**src/rtl/struct_record_packer.sv**
```systemverilog
// Byte-stream to packed {tag, a, b} record assembler with a mid-record stall timeout.
// Define STRUCT_RECORD_PACKER_PARITY_EN to add a trailing even-parity byte checked into out_err.
module struct_record_packer #(
   parameter int unsigned IDLE_TIMEOUT = 16
) (
   input  logic        clk,
   input  logic        rst_n,
   input  logic        in_valid,
   output logic        in_ready,
   input  logic [7:0]  in_data,
   output logic        out_valid,
   input  logic        out_ready,
   output logic [7:0]  out_tag,
   output logic [31:0] out_a,
   output logic [7:0]  out_b,
   output logic        out_err,
   output logic [7:0]  drop_cnt
);

`ifdef STRUCT_RECORD_PACKER_PARITY_EN
   localparam int unsigned NumBytes = 7;
`else
   localparam int unsigned NumBytes = 6;
`endif
   localparam int unsigned TmoW    = (IDLE_TIMEOUT > 0) ? $clog2(IDLE_TIMEOUT + 1) : 1;
   localparam logic [2:0]  LastIdx = 3'(NumBytes - 1);

   typedef enum logic [1:0] {StIdle, StCollect, StHold} state_e;

   state_e          r_state, w_state_next;
   logic [2:0]      r_idx;
   logic [TmoW-1:0] r_tmo;
   logic [7:0]      r_tag, r_b, r_drop;
   logic [31:0]     r_a;
   logic            w_accept, w_timeout;

   assign w_accept  = in_valid && in_ready;
   // Acceptance in the same cycle always beats the timeout.
   assign w_timeout = (IDLE_TIMEOUT != 0) && (r_state == StCollect) && !w_accept &&
                      (r_tmo == TmoW'(IDLE_TIMEOUT - 1));

   always_ff @(posedge clk or negedge rst_n) begin
      if (!rst_n) r_state <= StIdle;
      else        r_state <= w_state_next;
   end

   always_comb begin
      w_state_next = r_state;
      unique case (r_state)
         StIdle: begin
            if (w_accept) w_state_next = StCollect;
         end
         StCollect: begin
            if (w_accept && (r_idx == LastIdx)) w_state_next = StHold;
            else if (w_timeout)                 w_state_next = StIdle;
         end
         StHold: begin
            if (out_ready) w_state_next = StIdle;
         end
         default: w_state_next = StIdle;
      endcase
   end

   always_comb begin
      in_ready  = (r_state != StHold);
      out_valid = (r_state == StHold);
   end

   always_ff @(posedge clk or negedge rst_n) begin
      if (!rst_n) begin
         r_idx  <= '0;
         r_tmo  <= '0;
         r_drop <= '0;
      end else begin
         if (w_state_next == StIdle) r_idx <= '0;
         else if (w_accept)          r_idx <= r_idx + 3'd1;

         if ((IDLE_TIMEOUT != 0) && (r_state == StCollect) && !w_accept && !w_timeout)
            r_tmo <= r_tmo + TmoW'(1);
         else
            r_tmo <= '0;

         if (w_timeout && (r_drop != 8'hFF)) r_drop <= r_drop + 8'd1;
      end
   end

   always_ff @(posedge clk or negedge rst_n) begin
      if (!rst_n) begin
         r_tag <= '0;
         r_a   <= '0;
         r_b   <= '0;
      end else if (w_accept) begin
         case (r_idx)
            3'd0:    r_tag       <= in_data;
            3'd1:    r_a[31:24]  <= in_data;
            3'd2:    r_a[23:16]  <= in_data;
            3'd3:    r_a[15:8]   <= in_data;
            3'd4:    r_a[7:0]    <= in_data;
            3'd5:    r_b         <= in_data;
            default: ;
         endcase
      end
   end

`ifdef STRUCT_RECORD_PACKER_PARITY_EN
   logic [7:0] r_par;
   logic [7:0] w_par_calc;

   always_ff @(posedge clk or negedge rst_n) begin
      if (!rst_n)                         r_par <= '0;
      else if (w_accept && r_idx == 3'd6) r_par <= in_data;
   end

   assign w_par_calc = r_tag ^ r_a[31:24] ^ r_a[23:16] ^ r_a[15:8] ^ r_a[7:0] ^ r_b;
   assign out_err    = out_valid && (r_par != w_par_calc);
`else
   assign out_err = 1'b0;
`endif

   assign out_tag  = r_tag;
   assign out_a    = r_a;
   assign out_b    = r_b;
   assign drop_cnt = r_drop;

endmodule
```
**config.mk**
```make
export PLATFORM = sky130hd
export DESIGN_NAME = struct_record_packer
export DESIGN_NICKNAME = d
export VERILOG_FILES = /design/src/rtl/struct_record_packer.sv
export SDC_FILE = /design/constraint.sdc
export NUM_CORES = 1
export LEC_CHECK = 0
export BUFFER_PORTS_ARGS = -buffer_cell sky130_fd_sc_hd__buf_2
export CELL_PAD_IN_SITES_DETAIL_PLACEMENT = 0
export CELL_PAD_IN_SITES_GLOBAL_PLACEMENT = 1
export CORE_ASPECT_RATIO = 1.5
export CORE_UTILIZATION = 38
export DETAILED_ROUTE_END_ITERATION = 16
export PLACE_DENSITY = 0.83
export SLEW_MARGIN = 20
export SYNTH_ARGS = -nofsm -noshare
export SYNTH_HDL_FRONTEND = slang
export SYNTH_SLANG_ARGS = --single-unit
```
**constraint.sdc**
```tcl
create_clock -name clk -period 1.97 [get_ports clk]
set_input_delay 0.197 -clock clk [delete_from_list [all_inputs] [get_ports clk]]
set_output_delay 0.197 -clock clk [all_outputs]
set_load 0.03 [all_outputs]
```
==> qor.yml, run 1 <==
yosys:
  async_reset_ff_share_pct: 100
  syn_avg_cell_area_sq_um: 14.5
  synth_nets: 209
  synth_top_area_share_pct: 60.4
  synth_edf_count: 0
  post-synth-top-count-cell: "dfrtp_1"
  ys.warnings.count: 0
  synth_flop_cell: "dfrtp_1"
  yosysSeqAreaShare_pct: 60.4
  ys_ff_latch: 66
  synthDistinctLibCells: 31
  synth_area_leaders: "dfrtp_1, mux2_2, ha_1, nand3_4, xnor2_1"
  synth_common_cells: "dfrtp_1, mux2_2, nor2_1"
  syn_inst: 189
  yosysTopAreaCell: "dfrtp_1"
  netlist_area_sq_mm: 0.00274
critical_path:
  start_kind: "flop"
  worst_setup_path_end_kind: "flop"
  critPathRequiredTime_ps: 2200
  critPathMaxFanout: 6
  path_class: "flop to flop"
  rrSetupSlack_ps: 110
  worstPathArrival_ps: 2090
hold_path:
  hold_path_class: "input pin to flop"
power_and_ir_drop:
  leakage_nw: 1.65
  p_per_area_mw_per_mm2: 1710
  power_mw: 5.83
  peakVddDrop_mv: 0.916
sta:
  grt_setup_unrepaired: "false"
  tightest_slew_ps: 626
  slew_violations: 0
  holdWs_ps: 67.4
  fin_crit_ps: 1860
  finalHoldViolations: 0
  finalSetupViolCount: 0
  fmaxAchievable_mhz: 539
  max_slew_margin_pct: 58.3
  fin_setup_tns_ps: 0
  post-route-period-util_pct: 94.2
  final.setup_skew_ps: 9.15
global_routing:
  grtUsageTotal_pct: 16.3
  grt_max_degree: 42
  grt_pass1_vias: 1831
  grt_overflow: 0
  antenna_found_initial: 0
  grt_pass1_wl_microns: 9040
clocking:
  clk_latency_ps: 340
  cts_tree: "built"
  ctsHtreeMaxLevel: 3
  cts-root-buf: "clkbuf_8"
  clkTransAtPathRegs_ps: 80
  clock_sinks: 66
  cts_buffer_depth: 2
  cts_buffers: 9
finish:
  area_delta_synth_final_pct: 24.2
  fillers: 621
  fin_util_pct: 49.3
  seq_area_sq_mm: 0.00165
  finalNetCount: 293
  drive_gt1_share_pct: 53.4
  diodes: 0
  multi_input_comb_area_sq_mm: 0.00103
floorplan:
  dieArea_sq_mm: 0.00755
  die_h_microns: 106
  die_w_microns: 71.3
  initial_core_util_pct: 39.7
  io_pins: 71
  coreArea_sq_mm: 0.00690
  rows: 37
routing:
  via_count: 1787
  vias_per_cell: 5.03
  post-route-drc-count: 4
  first_pass_iters: 10
  drt_iter0_drc: 41
  wirelength_microns: 5580
  routedWlPerCell_microns: 15.7
  postRouteAntennaNets: 0
place:
  io_buffers: 69
  routabilityCongestion: 0.690
  hpwl_microns: 3880
run:
  cap_viol_max_count: 0
status:
  status: "complete, but fails checks"
  violations: "design-rule violations"
[kinds of logic after synthesis]
group | after synthesis | share of synthesized area [%]
AO/OA/AOI/OAI | 8 | 1.97
flip-flops | 66 | 60.4
buffers and inverters | 12 | 2.06
adder cells (fa/ha/maj) | 8 | 3.66
other | 1 | 0.137
multiplexers | 51 | 21.0
AND/OR/NAND/NOR | 35 | 8.28
XOR/XNOR | 8 | 2.56
[flip-flops by register name, indices dropped and copies added, names as in the netlist]
register and count:
out_tag 8, out_b 8, r_state 2, drop_cnt 8, out_a 32, r_tmo 5, r_idx 3
[placed cells by master (no fill, tap or decap), types with 2 or more instances in the layout]
master / count
ha_1: 7
nand2_1: 5
dfrtp_1: 66
inv_1: 7
nand3_4: 3
xnor2_1: 6
a211oi_1: 2
a21oi_1: 3
buf_2: 69
nand2b_1: 3
mux2_2: 49
nand3_1: 3
mux2_1: 2
clkbuf_8: 9
clkinvlp_4: 4
nand4_1: 2
and3_1: 2
nor2_1: 9
buf_4: 6
xor2_1: 2
[metal layers]
layer  vias to the layer above  routed length [microns]  track usage, %
met5                         -                        0               0
met4                         0                      141            8.71
met3                        10                      306            5.59
met2                        54                     2840            26.6
met1                       895                     2290            18.8
li1                        828                        -               -
[stage by stage]
step / cell area, sq um / instances / setup slack (ps)
after global placement: 3200 / 337 / 156
after global routing: 3400 / 355 / 17.0
after detailed placement: 3200 / 337 / 100
after floorplan: 2740 / 189 / 81.7
final: 3400 / 355 / 114
after CTS: 3380 / 353 / 74.3
[critical path, stage by stage (launching register included)]
cell	delay, ps
dfrtp_1	370
ha_2	190
and3_1	160
ha_1	170
nand4bb_1	160
a41oi_1	200
buf_4	170
mux2_2	330
[power by group]
group	switching (mW)	internal, mW
Clock	0.528	0.450
Sequential	0.314	1.92
Combinational	1.67	0.948
[cell type report]
class,count,area share [%]
clock inverters,6,1.29
flip-flops and latches,66,48.6
multi-input cells,111,30.3
inverters,8,0.884
clock buffers,9,3.65
repair buffers,77,12.4
well taps,78,2.87
[worst paths after layout]
| check | startpoint | end | cells past startpoint |
|---|---|---|---|
| setup / recovery | r_tmo[0] | drop_cnt[1] | 7 |
| setup reg to reg | r_tmo[0] | drop_cnt[1] | 7 |
| max in group asynchronous | rst_n | out_a[26] | 3 |
| min in group asynchronous | rst_n | drop_cnt[4] | 2 |
| hold / removal | out_ready | r_state[1] | 2 |
| hold reg to reg | out_a[6] | out_a[6] | 1 |
[timing repair]
item                                    CTS  global route
endpoints found under the setup margin    0             1
hold buffers                              1             0
gates resized for setup                   0             1
hold endpoints to repair                 25             0
buffers inserted                          0             2
(Power assumes the default switching activity.)
==> run 2, diff against run 1 <==
CORE_ASPECT_RATIO = 1.1   (was 1.5)
RECOVER_POWER = 100   (was unset)
==> run 2 against run 1 <==
  * The flow now finishes without violations
  * Critical path depth did not move
  * Clock-buffer cell count rose by 2
  * Routed wire length rose by 0.29%
  * Register-to-register slack barely moved
  * Clock skew fell by 2.1 ps
  * First-iteration DRC count rose by 2.4%
  * Clock power fell by 2.1%
  * Worst setup slack got worse by 15 ps
  * Core utilization fell by 2.4 points
  * Maximum frequency fell by 0.79%
  * Die area barely moved
  * Sequential power barely moved
  * Critical path type unchanged
  * Critical endpoint unchanged
  * Highest routed layer unchanged
==> qor.yml, run 2 (synthesis results as in run 1) <==
status:
  status: "finished clean"
global_routing:
  antenna_found_initial: 0  # unchanged
  grtUsageTotal_pct: 15.8  # -0.58 points
  grt_overflow: 0  # unchanged
  grt_pass1_vias: 1737  # -5.1%
  grt_pass1_wl_microns: 9070  # +0.30%
  grt_max_degree: 67  # +60%
critical_path:
  start_kind: "flop"
  r2r-start: "r_tmo[0]"
  r2r_cells: 7  # unchanged
  worst_setup_path_end_kind: "flop"
  rrSetupSlack_ps: 100  # about the same
  path_class: "flop to flop"
  r2r_end: "drop_cnt[1]"
  critPathRequiredTime_ps: 2200  # about the same
  critPathMaxFanout: 6  # unchanged
  worstPathArrival_ps: 2100  # about the same
hold_path:
  hold_depth: 2  # unchanged
  worstHoldEndpoint: "r_state[1]"
  hold_path_class: "input pin to flop"
  worstHoldStart: "out_ready"
finish:
  final_common_cell: "dfrtp_1"
  diodes: 0  # unchanged
  finalInstanceArea_sq_mm: 0.00328  # -3.4%
  final_cell_mix: "dfrtp_1, clkbuf_1, mux2_2"
  finalNetCount: 293  # unchanged
  area_delta_synth_final_pct: 20.0
  largest_register_ffs: 32  # unchanged
  drive_gt1_share_pct: 30.2  # -23 points
sta:
  holdWs_ps: 73.6  # +6.22 ps
  final.setup_skew_ps: 7.05  # -2.11 ps
  layout_setup_ws_ps: 98.8  # -14.8 ps
  fin_setup_tns_ps: 0  # unchanged
  finalHoldViolations: 0  # unchanged
  fmaxAchievable_mhz: 534  # -0.79%
  max_slew_margin_pct: 39.5  # -19 points
  fin_crit_ps: 1870  # +14.8 ps
  tightest_slew_ps: 908  # +282 ps
  finalSetupViolCount: 0  # unchanged
  post-route-period-util_pct: 95.0  # +0.75 points
  slew_violations: 0  # unchanged
  grt_setup_unrepaired: "false"
floorplan:
  die_h_microns: 91  # -14%
  die_w_microns: 82.9  # +16%
  initial_core_util_pct: 39.1  # -0.62 points
  io_pins: 71  # unchanged
  rows: 32  # -14%
  dieArea_sq_mm: 0.00754  # about the same
  coreArea_sq_mm: 0.00701  # +1.6%
clocking:
  clock_sinks: 66  # unchanged
  clkTransAtPathRegs_ps: 70  # about the same
  cts_tree: "built"
  cts_buffers: 9  # unchanged
  ctsHtreeMaxLevel: 3  # unchanged
  cts-root-buf: "clkbuf_8"
  clk_latency_ps: 340  # about the same
  cts_buffer_depth: 2  # unchanged
routing:
  first_pass_iters: 4  # -6
  drt_iter0_drc: 42  # +2.4%
  wirelength_microns: 5600  # +0.29%
  post-route-drc-count: 0  # -4
  postRouteAntennaNets: 0  # unchanged
  vias_per_cell: 4.92  # -2.3%
  via_count: 1786  # -0.056%
  routedWlPerCell_microns: 15.4  # -1.9%
place:
  dp_slack_ps: 105  # +4.41 ps
  io_buffers: 69  # unchanged
  routabilityCongestion: 0.717  # +4.0%
  dpl_cell_area_sq_mm: 0.00323  # +0.74%
  hpwl_microns: 3790  # -2.3%
power_and_ir_drop:
  p_per_area_mw_per_mm2: 1710  # about the same
  peakVddDrop_mv: 0.874  # -4.6%
  leakage_nw: 1.46  # -12%
run:
  cap_viol_max_count: 0  # unchanged
==> run 2: cell types whose count changed in the layout (fill, tap and decap cells not counted), sizes merged <==
cell	delta
clkbuf	+66
inv	-1
clkinvlp	-3
clkinv	+3
buf	-64
==> run 2: how the worst max path moves through the flow <==
stage | from | end | cells after the start
after floorplan | drop_cnt[0] | drop_cnt[1] | 4
after CTS | r_tmo[0] | drop_cnt[1] | 7
after detailed placement | r_tmo[0] | drop_cnt[1] | 7
final | r_tmo[0] | drop_cnt[1] | 7
after global placement | r_tmo[0] | drop_cnt[1] | 7
after global routing | r_tmo[0] | drop_cnt[1] | 7
==> run 2: cell type report <==
cell class / count / area [sq um]
repair buffers: 77 / 322
clock inverters: 5 / 31.3
flip-flops and latches: 66 / 1650
inverters: 8 / 30.0
fillers: 674 / 3720
clock buffers: 11 / 131
well taps: 85 / 106
multi-input cells: 111 / 1010
==> run 2: worst max-delay path, stage by stage (launching register included) <==
cell	delay [ps]
dfrtp_1	380
ha_2	200
and3_1	160
ha_1	170
nand4bb_1	180
a41oi_2	210
buf_6	140
mux2_2	320
==> run 2: metal layers <==
metal / wire (microns) / track usage, %
met3: 177 / 3.64
met5: 0 / 0
met1: 2560 / 20.0
met2: 2740 / 25.0
met4: 128 / 8.62
==> run 2: timing repair <==
action                                  in CTS  in global routing
buffers inserted                             0                  0
endpoints found under the hold margin       66                  0
hold buffers                                 1                  0
endpoints found under the setup margin       0                  1
resized for setup                            0                  3
==> run 2: power by group <==
group          switching (mW)  internal, mW
clock network           0.505         0.452
registers               0.314          1.92
logic                    1.65         0.782
total                    2.47          3.15
==> run 2: per-stage QoR <==
stage / instances / total power, mW / utilization (%)
2_1_floorplan: 189 / 4.09 / -
3_3_place_gp: 346 / 4.83 / 46.1
3_5_place_dp: 346 / 4.90 / 46.1
4_1_cts: 363 / 5.88 / 48.5
5_1_grt: 363 / 5.95 / 46.9
6_report: 363 / 5.62 / 46.9
==> run 3, diff against run 2 <==
CORE_MARGIN = 2   (was unset)
TNS_END_PERCENT = 1   (was unset)
==> run 3 against run 2 <==
  * Maximum frequency up 1.3%
  * Non-clock buffer count up 2
  * Power up 0.32%
  * Register-to-register slack better by 20 ps
  * Worst hold slack better by 0.69 ps
  * Largest cell class unchanged
==> qor.yml, run 3 (synthesis results as in run 1) <==
routing:
  vias_per_cell: 4.77  # -3.0%
  postRouteAntennaNets: 0  # unchanged
  post-route-drc-count: 0  # unchanged
  via_count: 1737  # -2.7%
  first_pass_iters: 4  # unchanged
  drt_iter0_drc: 57  # +36%
  wirelength_microns: 5470  # -2.3%
  routedWlPerCell_microns: 15.0  # -2.5%
place:
  hpwl_microns: 3920  # +3.5%
  io_buffers: 69  # unchanged
  dpl_cell_area_sq_mm: 0.00324  # +0.47%
  routabilityCongestion: 0.713  # -0.60%
clocking:
  clkTransAtPathRegs_ps: 70  # about the same
  cts_buffer_depth: 2  # unchanged
  cts_buffers: 9  # unchanged
  hold_buffers: 1  # unchanged
  cts_tree: "built"
  clk_latency_ps: 330  # about the same
  ctsResizeCount: 0  # unchanged
  ctsHtreeMaxLevel: 3  # unchanged
  cts-root-buf: "clkbuf_8"
  clock_sinks: 66  # unchanged
  cts_setup_buffers: 0  # unchanged
power_and_ir_drop:
  p_per_area_mw_per_mm2: 1710  # about the same
  peakVddDrop_mv: 0.938  # +7.3%
  leakage_nw: 1.48  # +1.1%
critical_path:
  worstPathCellList: "ha_1, and3_1, ha_1, nand4bb_1, a41oi_1, buf_4, mux2_2"
  path_buf_inv: 1  # unchanged
  worst_setup_path_end_kind: "flop"
  rrSetupSlack_ps: 120  # +20 ps
  critPathRequiredTime_ps: 2190  # about the same
  r2r_end: "drop_cnt[1]"
  critPathMaxFanout: 6  # unchanged
  r2r-start: "r_tmo[0]"
  worstPathArrival_ps: 2060  # -40 ps
  cp_slowest_cell: "dfrtp_1"
  crit_family: "flip-flops"
  crit_top_cell: "ha_1"
  slowest_delay_ps: 370  # about the same
  r2r_cells: 7  # unchanged
  start_kind: "flop"
  path_class: "flop to flop"
finish:
  final_cell_mix: "dfrtp_1, clkbuf_1, mux2_2"
  fillers: 674  # unchanged
  final_common_cell: "dfrtp_1"
  finalNetCount: 295  # +0.68%
  area_delta_synth_final_pct: 20.3
  finalInstanceArea_sq_mm: 0.00329  # +0.27%
  largest_register_ffs: 32  # unchanged
  diodes: 0  # unchanged
  multi_input_comb_area_sq_mm: 0.00100  # -0.99%
  fin_util_pct: 47.0  # +0.12 points
  seq_area_sq_mm: 0.00165  # unchanged
  drive_gt1_share_pct: 30.1  # -0.11 points
hold_path:
  hold_path_class: "input pin to flop"
  worstHoldStart: "out_ready"
  worstHoldEndpoint: "r_state[1]"
  hold_depth: 2  # unchanged
sta:
  final.setup_skew_ps: 5.61  # -1.44 ps
  slew_violations: 0  # unchanged
  fin_setup_tns_ps: 0  # unchanged
  fmaxAchievable_mhz: 542  # +1.3%
  grt_setup_unrepaired: "false"
  fin_crit_ps: 1850  # -24.9 ps
  finalSetupViolCount: 0  # unchanged
  post-route-period-util_pct: 93.7  # -1.3 points
  finalHoldViolations: 0  # unchanged
  tightest_slew_ps: 713  # -194 ps
  max_slew_margin_pct: 52.4  # +13 points
floorplan:
  coreArea_sq_mm: 0.00701  # unchanged
  dieArea_sq_mm: 0.00790  # +4.7%
  io_pins: 71  # unchanged
  initial_core_util_pct: 39.1  # unchanged
  die_w_microns: 84.9  # +2.4%
  rows: 32  # unchanged
  die_h_microns: 93  # +2.2%
global_routing:
  grt_pass1_vias: 1749  # +0.69%
  grt_max_degree: 30  # -55%
  antenna_found_initial: 0  # unchanged
  grtUsageTotal_pct: 15.0  # -0.74 points
  grt_overflow: 0  # unchanged
  grt_pass1_wl_microns: 8890  # -2.0%
run:
  cap_viol_max_count: 0  # unchanged
status:
  status: "finished clean"
run 3: per-stage QoR:
step	hold slack [ps]	std cells	setup slack [ps]	power [mW]
2_1_floorplan	-98.6	189	81.7	4.09
3_3_place_gp	243	348	155	4.85
3_5_place_dp	247	348	121	4.90
4_1_cts	47.6	364	104	5.92
5_1_grt	45.7	364	4.54	6.00
6_report	74.3	364	124	5.64
run 3: power breakdown:
group / internal (mW) / switching [mW]
sequential: 1.92 / 0.319
clock: 0.517 / 0.470
combinational: 0.782 / 1.63
run 3: cell type report:
| type | instances | share of cell area (%) |
|---|---|---|
| Multi-Input combinational cell | 111 | 30.4 |
| Tap cell | 85 | 3.23 |
| Clock buffer | 13 | 4.83 |
| Clock inverter | 2 | 0.380 |
| Timing Repair Buffer | 79 | 10.1 |
| Inverter | 8 | 0.912 |
| Sequential cell | 66 | 50.2 |
run 3: worst max path at each step:
stage / slack (ps) / cells past startpoint / from / endpoint
floorplan: 80 / 4 / drop_cnt[0] / drop_cnt[1]
global placement: 160 / 7 / r_tmo[0] / drop_cnt[1]
detailed placement: 120 / 7 / r_tmo[0] / drop_cnt[1]
CTS: 100 / 7 / r_tmo[0] / drop_cnt[1]
global route: 5 / 6 / r_state[0] / out_a[31]
finish: 120 / 7 / r_tmo[0] / drop_cnt[1]
run 3: routing by layer:
metal / wire [microns] / global-route usage, % / up-vias / part of all wire (%)
met5: 0 / 0 / - / 0
met4: 108 / 5.95 / 0 / 2.0
met3: 310 / 5.56 / 12 / 5.7
met2: 2570 / 23.5 / 48 / 47
met1: 2480 / 19.0 / 840 / 45
li1: - / - / 837 / -
